### config.mk
export PLATFORM = sky130hd
export DESIGN_NAME = ps2_keycode_rx_flat
export DESIGN_NICKNAME = d
export VERILOG_FILES = /design/src/rtl/ps2_keycode_rx_pkg.sv /design/src/rtl/ps2_keycode_rx_if.sv /design/src/rtl/ps2_keycode_rx_frame_rx.sv /design/src/rtl/ps2_keycode_rx.sv /design/src/flat_wrapper.sv
export SDC_FILE = /design/constraint.sdc
export NUM_CORES = 1
export LEC_CHECK = 0
export ABC_AREA = 1
export CAP_MARGIN = 0
export CORE_MARGIN = 2
export CORE_UTILIZATION = 65
export DETAILED_ROUTE_END_ITERATION = 12
export PLACE_DENSITY = 0.85
export SETUP_SLACK_MARGIN = 0.2
export SLEW_MARGIN = 20
export SYNTH_ARGS = -nofsm -noshare
export SYNTH_HDL_FRONTEND = slang
export SYNTH_SLANG_ARGS = --single-unit
### constraint.sdc
create_clock -name Clk -period 5.65 [get_ports Clk]
set_clock_uncertainty 0.05 [all_clocks]
set_input_delay 1.13 -clock Clk [delete_from_list [all_inputs] [get_ports Clk]]
set_output_delay 1.13 -clock Clk [all_outputs]
set_load 0.02 [all_outputs]
### src/rtl/ps2_keycode_rx_pkg.sv
// ---------------------------------------------------------------------------
// ps2_keycode_rx_pkg
// Shared definitions for the PS/2 keycode receiver:
//   - frame_state_t and its state constants for the frame FSM
//   - PS/2 scan set 2 prefix bytes (extended, break)
//   - odd_parity_ok(): odd-parity check over a data byte plus its parity bit
//   - set2_to_hid(): the scan set 2 -> USB HID usage translation table
// ---------------------------------------------------------------------------
package ps2_keycode_rx_pkg;

    typedef logic [1:0] frame_state_t;

    localparam frame_state_t ST_IDLE   = 2'd0;
    localparam frame_state_t ST_DATA   = 2'd1;
    localparam frame_state_t ST_PARITY = 2'd2;
    localparam frame_state_t ST_STOP   = 2'd3;

    localparam logic [7:0] PS2_EXT   = 8'hE0;
    localparam logic [7:0] PS2_BREAK = 8'hF0;
    localparam logic [7:0] HID_NONE  = 8'h00;

    // True when the nine bits together carry an odd number of ones.
    function automatic logic odd_parity_ok(input logic [7:0] data, input logic par);
        return ^{data, par};
    endfunction

    // Letters, space and escape only; every other scan code maps to HID_NONE.
    function automatic logic [7:0] set2_to_hid(input logic [7:0] sc);
        logic [7:0] hid;
        case (sc)
            8'h1C:   hid = 8'h04; // A
            8'h32:   hid = 8'h05; // B
            8'h21:   hid = 8'h06; // C
            8'h23:   hid = 8'h07; // D
            8'h24:   hid = 8'h08; // E
            8'h2B:   hid = 8'h09; // F
            8'h34:   hid = 8'h0A; // G
            8'h33:   hid = 8'h0B; // H
            8'h43:   hid = 8'h0C; // I
            8'h3B:   hid = 8'h0D; // J
            8'h42:   hid = 8'h0E; // K
            8'h4B:   hid = 8'h0F; // L
            8'h3A:   hid = 8'h10; // M
            8'h31:   hid = 8'h11; // N
            8'h44:   hid = 8'h12; // O
            8'h4D:   hid = 8'h13; // P
            8'h15:   hid = 8'h14; // Q
            8'h2D:   hid = 8'h15; // R
            8'h1B:   hid = 8'h16; // S
            8'h2C:   hid = 8'h17; // T
            8'h3C:   hid = 8'h18; // U
            8'h2A:   hid = 8'h19; // V
            8'h1D:   hid = 8'h1A; // W
            8'h22:   hid = 8'h1B; // X
            8'h35:   hid = 8'h1C; // Y
            8'h1A:   hid = 8'h1D; // Z
            8'h29:   hid = 8'h2C; // space
            8'h76:   hid = 8'h29; // escape
            default: hid = HID_NONE;
        endcase
        return hid;
    endfunction

endpackage

### src/rtl/ps2_keycode_rx_if.sv
// ---------------------------------------------------------------------------
// ps2_keycode_rx_if
// Bundles the keyboard pins and the keycode result bus.
//   ps2_clk, ps2_data           : raw PS/2 lines (asynchronous, idle high)
//   keycode                     : HID usage of the held key, 0x00 when none
//   keycode_valid               : one-cycle pulse on each keycode change
//   frame_err                   : one-cycle pulse on a bad or aborted frame
// Modports:
//   master : keyboard / consumer side - drives the PS/2 lines, reads results
//   slave  : the receiver - reads the PS/2 lines, drives the results
// ---------------------------------------------------------------------------
interface ps2_keycode_rx_if;

    logic       ps2_clk;
    logic       ps2_data;
    logic [7:0] keycode;
    logic       keycode_valid;
    logic       frame_err;

    modport master (
        output ps2_clk,
        output ps2_data,
        input  keycode,
        input  keycode_valid,
        input  frame_err
    );

    modport slave (
        input  ps2_clk,
        input  ps2_data,
        output keycode,
        output keycode_valid,
        output frame_err
    );

endinterface

### src/rtl/ps2_keycode_rx_frame_rx.sv
// ---------------------------------------------------------------------------
// ps2_keycode_rx_frame_rx
// PS/2 frame receiver: synchronises the raw lines, detects ps2_clk falling
// edges, walks the 11-bit frame (start, 8 data LSB first, odd parity, stop)
// and aborts a stalled frame after TIMEOUT_CYCLES.
// Ports:
//   Clk, Reset_n   : system clock, asynchronous active-low reset
//   ps2_clk/data   : raw keyboard lines
//   rx_byte        : last good byte, valid while byte_strobe is high
//   byte_strobe    : one-cycle pulse per good frame
//   frame_err      : one-cycle pulse on start/parity/stop error or timeout
// SYNC_STAGES must be at least 2.
// ---------------------------------------------------------------------------
module ps2_keycode_rx_frame_rx
    import ps2_keycode_rx_pkg::*;
#(
    parameter int SYNC_STAGES    = 2,
    parameter int TIMEOUT_CYCLES = 100000
) (
    input  logic       Clk,
    input  logic       Reset_n,
    input  logic       ps2_clk,
    input  logic       ps2_data,
    output logic [7:0] rx_byte,
    output logic       byte_strobe,
    output logic       frame_err
);

    localparam int TMO_W = (TIMEOUT_CYCLES > 2) ? $clog2(TIMEOUT_CYCLES) : 1;
    localparam logic [TMO_W-1:0] TMO_LAST = TMO_W'(TIMEOUT_CYCLES - 1);

    logic [SYNC_STAGES-1:0] clk_sync_r;
    logic [SYNC_STAGES-1:0] data_sync_r;
    logic                   clk_prev_r;
    logic                   fall_s;
    logic                   data_s;

    frame_state_t           state_r;
    logic [2:0]             bitcnt_r;
    logic [7:0]             shift_r;
    logic                   parity_ok_r;
    logic [TMO_W-1:0]       tmo_cnt_r;
    logic [7:0]             rx_byte_r;
    logic                   byte_strobe_r;
    logic                   frame_err_r;

    // Synchronise both lines and keep the previous synced clock for edge detection.
    always_ff @(posedge Clk or negedge Reset_n) begin
        if (!Reset_n) begin
            clk_sync_r  <= {SYNC_STAGES{1'b1}};
            data_sync_r <= {SYNC_STAGES{1'b1}};
            clk_prev_r  <= 1'b1;
        end else begin
            clk_sync_r  <= {clk_sync_r[SYNC_STAGES-2:0], ps2_clk};
            data_sync_r <= {data_sync_r[SYNC_STAGES-2:0], ps2_data};
            clk_prev_r  <= clk_sync_r[SYNC_STAGES-1];
        end
    end

    assign fall_s = clk_prev_r & ~clk_sync_r[SYNC_STAGES-1];
    assign data_s = data_sync_r[SYNC_STAGES-1];

    // Frame FSM, parity check and stall timeout; a falling edge always beats the timeout.
    always_ff @(posedge Clk or negedge Reset_n) begin
        if (!Reset_n) begin
            state_r       <= ST_IDLE;
            bitcnt_r      <= 3'd0;
            shift_r       <= 8'h00;
            parity_ok_r   <= 1'b0;
            tmo_cnt_r     <= '0;
            rx_byte_r     <= 8'h00;
            byte_strobe_r <= 1'b0;
            frame_err_r   <= 1'b0;
        end else begin
            byte_strobe_r <= 1'b0;
            frame_err_r   <= 1'b0;
            if (fall_s) begin
                tmo_cnt_r <= '0;
                case (state_r)
                    ST_IDLE: begin
                        if (!data_s) begin
                            state_r  <= ST_DATA;
                            bitcnt_r <= 3'd0;
                        end else begin
                            frame_err_r <= 1'b1;
                        end
                    end
                    ST_DATA: begin
                        shift_r[bitcnt_r] <= data_s;
                        if (bitcnt_r == 3'd7) begin
                            state_r <= ST_PARITY;
                        end else begin
                            bitcnt_r <= bitcnt_r + 3'd1;
                        end
                    end
                    ST_PARITY: begin
                        parity_ok_r <= odd_parity_ok(shift_r, data_s);
                        state_r     <= ST_STOP;
                    end
                    ST_STOP: begin
                        if (data_s && parity_ok_r) begin
                            rx_byte_r     <= shift_r;
                            byte_strobe_r <= 1'b1;
                        end else begin
                            frame_err_r <= 1'b1;
                        end
                        state_r <= ST_IDLE;
                    end
                    default: begin
                        state_r <= ST_IDLE;
                    end
                endcase
            end else if (state_r == ST_IDLE) begin
                tmo_cnt_r <= '0;
            end else if (tmo_cnt_r == TMO_LAST) begin
                // Stalled mid-frame: drop the partial byte and resynchronise.
                frame_err_r <= 1'b1;
                state_r     <= ST_IDLE;
                tmo_cnt_r   <= '0;
            end else begin
                tmo_cnt_r <= tmo_cnt_r + TMO_W'(1);
            end
        end
    end

    assign rx_byte     = rx_byte_r;
    assign byte_strobe = byte_strobe_r;
    assign frame_err   = frame_err_r;

endmodule

### src/rtl/ps2_keycode_rx.sv
// ---------------------------------------------------------------------------
// ps2_keycode_rx
// Keycode source for the motion logic. Receives PS/2 scan set 2 bytes,
// tracks the extended (E0) and break (F0) prefixes, translates the scan code
// to a HID usage and holds the code of the currently pressed key.
// Ports:
//   Clk, Reset_n : system clock, asynchronous active-low reset
//   bus (slave)  : ps2_clk/ps2_data in; keycode, keycode_valid, frame_err out
// Only one key is tracked: a new make replaces the held code, and a break
// clears it only when it releases the key currently held.
// ---------------------------------------------------------------------------
module ps2_keycode_rx
    import ps2_keycode_rx_pkg::*;
#(
    parameter int SYNC_STAGES    = 2,
    parameter int TIMEOUT_CYCLES = 100000
) (
    input  logic            Clk,
    input  logic            Reset_n,
    ps2_keycode_rx_if.slave bus
);

    logic [7:0] rx_byte_s;
    logic       byte_strobe_s;
    logic       frame_err_s;
    logic [7:0] hid_s;

    logic       ext_pend_r;
    logic       break_pend_r;
    logic [7:0] keycode_r;
    logic       keycode_valid_r;

    ps2_keycode_rx_frame_rx #(
        .SYNC_STAGES    (SYNC_STAGES),
        .TIMEOUT_CYCLES (TIMEOUT_CYCLES)
    ) u_frame_rx (
        .Clk         (Clk),
        .Reset_n     (Reset_n),
        .ps2_clk     (bus.ps2_clk),
        .ps2_data    (bus.ps2_data),
        .rx_byte     (rx_byte_s),
        .byte_strobe (byte_strobe_s),
        .frame_err   (frame_err_s)
    );

    assign hid_s = set2_to_hid(rx_byte_s);

    // Prefix tracking and held-keycode update, one cycle after each received byte.
    always_ff @(posedge Clk or negedge Reset_n) begin
        if (!Reset_n) begin
            ext_pend_r      <= 1'b0;
            break_pend_r    <= 1'b0;
            keycode_r       <= HID_NONE;
            keycode_valid_r <= 1'b0;
        end else begin
            keycode_valid_r <= 1'b0;
            if (frame_err_s) begin
                // A lost byte makes any pending prefix meaningless.
                ext_pend_r   <= 1'b0;
                break_pend_r <= 1'b0;
            end else if (byte_strobe_s) begin
                if (rx_byte_s == PS2_EXT) begin
                    ext_pend_r <= 1'b1;
                end else if (rx_byte_s == PS2_BREAK) begin
                    break_pend_r <= 1'b1;
                end else begin
                    ext_pend_r   <= 1'b0;
                    break_pend_r <= 1'b0;
                    // Extended keys and unmapped codes never touch the held key.
                    if (!ext_pend_r && (hid_s != HID_NONE)) begin
                        if (break_pend_r) begin
                            if (hid_s == keycode_r) begin
                                keycode_r       <= HID_NONE;
                                keycode_valid_r <= 1'b1;
                            end
                        end else if (hid_s != keycode_r) begin
                            keycode_r       <= hid_s;
                            keycode_valid_r <= 1'b1;
                        end
                    end
                end
            end
        end
    end

    assign bus.keycode       = keycode_r;
    assign bus.keycode_valid = keycode_valid_r;
    assign bus.frame_err     = frame_err_s;

endmodule

### src/flat_wrapper.sv
// flat-port wrapper written by rule: the top's interface ports become plain ports
module ps2_keycode_rx_flat import ps2_keycode_rx_pkg::*;
#(
    parameter int SYNC_STAGES    = 2,
    parameter int TIMEOUT_CYCLES = 100000
)
  (Clk, Reset_n, bus_ps2_clk, bus_ps2_data, bus_keycode, bus_keycode_valid, bus_frame_err);
  ps2_keycode_rx_if bus_i ();
  input  logic Clk;
  input  logic Reset_n;
  input wire logic [$bits(bus_i.ps2_clk)-1:0] bus_ps2_clk;
  input wire logic [$bits(bus_i.ps2_data)-1:0] bus_ps2_data;
  output wire logic [$bits(bus_i.keycode)-1:0] bus_keycode;
  output wire logic [$bits(bus_i.keycode_valid)-1:0] bus_keycode_valid;
  output wire logic [$bits(bus_i.frame_err)-1:0] bus_frame_err;
  assign bus_i.ps2_clk = bus_ps2_clk;
  assign bus_i.ps2_data = bus_ps2_data;
  assign bus_keycode = bus_i.keycode;
  assign bus_keycode_valid = bus_i.keycode_valid;
  assign bus_frame_err = bus_i.frame_err;
  ps2_keycode_rx #(.SYNC_STAGES(SYNC_STAGES), .TIMEOUT_CYCLES(TIMEOUT_CYCLES)) u_core (.Clk(Clk), .Reset_n(Reset_n), .bus(bus_i));
endmodule
==> impl_results.md <==
- Critical path fanouts, max: 11
- Overall power of the completed layout: 0.869 mW
- Critical Path RT: between 5 and 6 ns
- Depth of the critical timing path with buffers and inverters included: 17
- Most area-consuming cells after synthesis: dfrtp_1 37%, nand2_1 12%, inv_1 4.1%
- Post-place instance area: 3490 um^2
- Worst setup path end: u_core.bus.keycode[0]
- Ratio of routed vias to standard cells: 5.51
- Cell type contributing the most total cell area after synthesis: dfrtp_1
- Die Footprint: 5760 um^2
- Unrepaired setup endpoints after global routing: false
- PD cells: between 200 and 250 nW/um^2
- Status: finished clean
- Final standard cell area without fillers: between 3000 and 4000 um^2
- RR Endpoint: u_core.bus.keycode[0]
- Max-cap violation count: 0
- Synth top area share: a little under two fifths
- Number of nets in the finished design: 449
- Setup Fix Bufs, Post-CTS: 0
- Hold Fails Final Rpt: 0
- Post-route minimum period: 2.87 ns
- Fraction of met3 tracks used by global routing: between 4 and 5%
- Number of vias in the routed layout: 2788
- Worst path bufs/invs: 1
- Worst slew pin tran: about 0.86 ns
- Fill cell total of the finished layout: about 420
- Total negative slack for setup checks: 0 ns
- Top Usage Layer GRT: met2
- Die height: ~76 um
- Final HPWL DP: between 4 and 5 mm
- Cell Count, Final, Fillers Out: roughly 510
- Post-synthesis cell area: approximately 3400 um^2
- Dominant delay contributor by cell family on the critical path: simple AND/OR/NAND/NOR gates
- Register bit total from synthesis: 55
- Met2 GRT Util: between 40% and 50%
- Clock Root Buffer: clkbuf_8
- Total Routed Length: around 6.5 mm
- Smallest hold slack: ~0.31 ns
- IO Count: 14
- Clk slew on worst S/H paths: approximately 0.10 ns
- Worst setup EP type: flip-flop
- Worst R2R Start: u_core.u_frame_rx.rx_byte[2]
- Post-synthesis cell type count: 45
- Residual antenna-violating net count after detailed routing: 0
- TritonCTS Buffers: 5
- Final core utilization: a little under three quarters
- Clock Latency Late Sink: 0.31 ns
- Crit-path most repeated cell: nand2_1
- Maximum count of clock buffers along a single path: 2
- Initial antenna violation count: 0
- Series of cell instances along the critical path: inv_2 > ha_1 > nand2_2 > a21oi_1 > a21oi_1 > nand2_1 > nand2_1 > nand2_2 > xor2_1 > nand2_1 > nor2_1 > nand3_2 > ha_1 > nor3_4 > nand3_4 > nand2_1 > nand2_1
- Global routing usage summed across all routing layers: 25.4%
- Total iterations of the first detailed-routing run: 5
- Largest voltage drop on the vdd net: 0.000206 V
- Dpl cells: 498
- Core Region: slightly above 5000 um^2
- Highest achievable clock rate: around 350 MHz
- Largest net degree at the start of global routing: 56
- Main flop type after synthesis: dfrtp_1
- Width of the chip: between 70 and 80 um
- Count of warnings emitted by yosys: 0
- Max-slew violation count: 0
- Depth of the most critical reg-to-reg path: 17
- Sequential share of the synthesized area: around 41%
- GRT met1 Usage: 32.6%
- Signed area change from the synthesized netlist to the final layout: 7.27%
- Initial standard-cell utilization of the core: between 60% and 70%
- Headroom to the max-slew limit: between 40% and 50%
- Post_cts resized: 0
- Pre-CTS setup slack: roughly 2.8 ns
- Flop-to-flop setup slack: about 2.8 ns
- Final setup violation count: 0
- Classification of the worst-slack hold path: flip-flop to flip-flop
- Arrival time worst endpoint: slightly above 3 ns
- Tcrit/Tclk final: around half
- Per-instance average area after synthesis: 7.92 um^2
- Input/output buffers: 11
- Number of synthesized flops with an enable pin: 0
- Fraction of layout instances using a drive strength above 1: between 10 and 15%
- Clock tree sinks: 55
- Placement row count: 26
- Final routed wire length divided by cell count: ~13 um
- Number of instances in the synthesized netlist: 424
- DRC violation total after the first TritonRoute iteration: around 160
- H-tree levels: 2
- Post-CTS Hold Fix Bufs: 0
- Number of remaining DRC errors: 0
- CP Launch Point: u_core.u_frame_rx.rx_byte[2]
- Final WS setup: around 2.8 ns
- Async SR Flop Fraction: 100%
- Vias in the first global route: between 2000 and 3000
- Library cell contributing the largest single delay on the critical path: dfrtp_1
- Worst setup path class: flip-flop to flip-flop
- Routability cong.: roughly 0.95
- Global-route wire length before repair: around 11 mm
- Critical Path Max Stage Delay: 0.56 ns
- N_diodes: 0
- Leakage Power: between 1.5 and 2 nW
- CP Launch Type: flip-flop
- TritonCTS clock tree: done
- Sum of overflow across all layers after global routing: 0
cell usage in the layout, fill, tap and decap left out, types with 6 or more instances in the layout:
cell | synthesis | routed
a21oi_1 | 22 | 22
nor2_2 | 6 | 6
inv_1 | 37 | 37
nand2_2 | 7 | 7
inv_2 | 11 | 11
xor2_1 | 6 | 6
nand4_1 | 10 | 10
o21ai_0 | 24 | 24
nand3_2 | 6 | 6
nor2_1 | 34 | 34
dfrtp_1 | 50 | 50
o21ai_1 | 6 | 6
nand3_1 | 23 | 23
xnor2_1 | 9 | 9
nand2_1 | 108 | 108
nor3_1 | 6 | 6
ha_1 | 10 | 10
nor2_4 | 6 | 6
clkdlybuf4s50_1 | 0 | 10
power breakdown:
group          internal [mW]  switching (mW)  total [mW]  leakage, nW
Sequential             0.424          0.0255       0.449        0.744
Clock                  0.132           0.128       0.260       0.0581
Combinational         0.0515           0.108       0.160        0.869
Yosys cell counts (2+ instances only):
cell      number
a211oi_1       2
a21oi_1       22
a31oi_1        2
buf_4          4
buf_6          3
dfrtp_1       50
dfstp_2        5
ha_1          10
inv_1         37
inv_2         11
nand2_1      108
nand2_2        7
nand3_1       23
nand3_2        6
nand3_4        2
nand4_1       10
nor2_1        34
nor2_2         6
nor2_4         6
nor3_1         6
nor3_2         2
nor4_1         4
o21ai_0       24
o21ai_1        6
xnor2_1        9
xor2_1         6
cell families after synthesis:
kind of cell	Yosys count	synth area share, %
other cells	1	0.112
compound gates	63	10.4
buf+inv	59	7.82
simple gates	221	32.9
flops	55	41.2
xor+xnor	15	3.91
fa+ha+maj	10	3.73
registers in the layout, indices dropped and copies added, names as in the netlist, 2 cells and up:
register and count:
u_core.bus.keycode 6, u_core.u_frame_rx.data_sync_r 2, u_core.u_frame_rx.state_r 2, u_core.u_frame_rx.bitcnt_r 3
u_core.u_frame_rx.tmo_cnt_r 17, u_core.u_frame_rx.shift_r 8, u_core.u_frame_rx.rx_byte 8, u_core.u_frame_rx.clk_sync_r 2
per-layer routing:
| metal | share of wire [%] | wire (um) |
|---|---|---|
| met1 | 45 | 2930 |
| met2 | 50 | 3250 |
| met3 | 3.3 | 218 |
| met4 | 2.2 | 141 |
| met5 | 0 | 0 |
how the worst min path moves through the flow:
| stage | endpoint | cells past startpoint | startpoint |
|---|---|---|---|
| after CTS | u_core.u_frame_rx.data_sync_r[1] | 0 | u_core.u_frame_rx.data_sync_r[0] |
| after detailed placement | u_core.u_frame_rx.data_sync_r[1] | 0 | u_core.u_frame_rx.data_sync_r[0] |
| after global placement | u_core.u_frame_rx.data_sync_r[1] | 0 | u_core.u_frame_rx.data_sync_r[0] |
| after floorplan | u_core.u_frame_rx.clk_sync_r[1] | 0 | u_core.u_frame_rx.clk_sync_r[0] |
| final | u_core.u_frame_rx.data_sync_r[1] | 0 | u_core.u_frame_rx.data_sync_r[0] |
| after global routing | u_core.u_frame_rx.data_sync_r[1] | 0 | u_core.u_frame_rx.data_sync_r[0] |
final cells by class:
type	instances	area [um^2]	share of cell area, %
inverter	50	190	5.28
sequential	55	1380	38.4
multi-input combinational	311	1720	47.7
clock buffer	5	68.8	1.91
tap	70	87.6	2.43
clock inverter	3	43.8	1.22
timing repair buffer	12	113	3.13
Note: power is estimated with default switching activity, not from simulation.
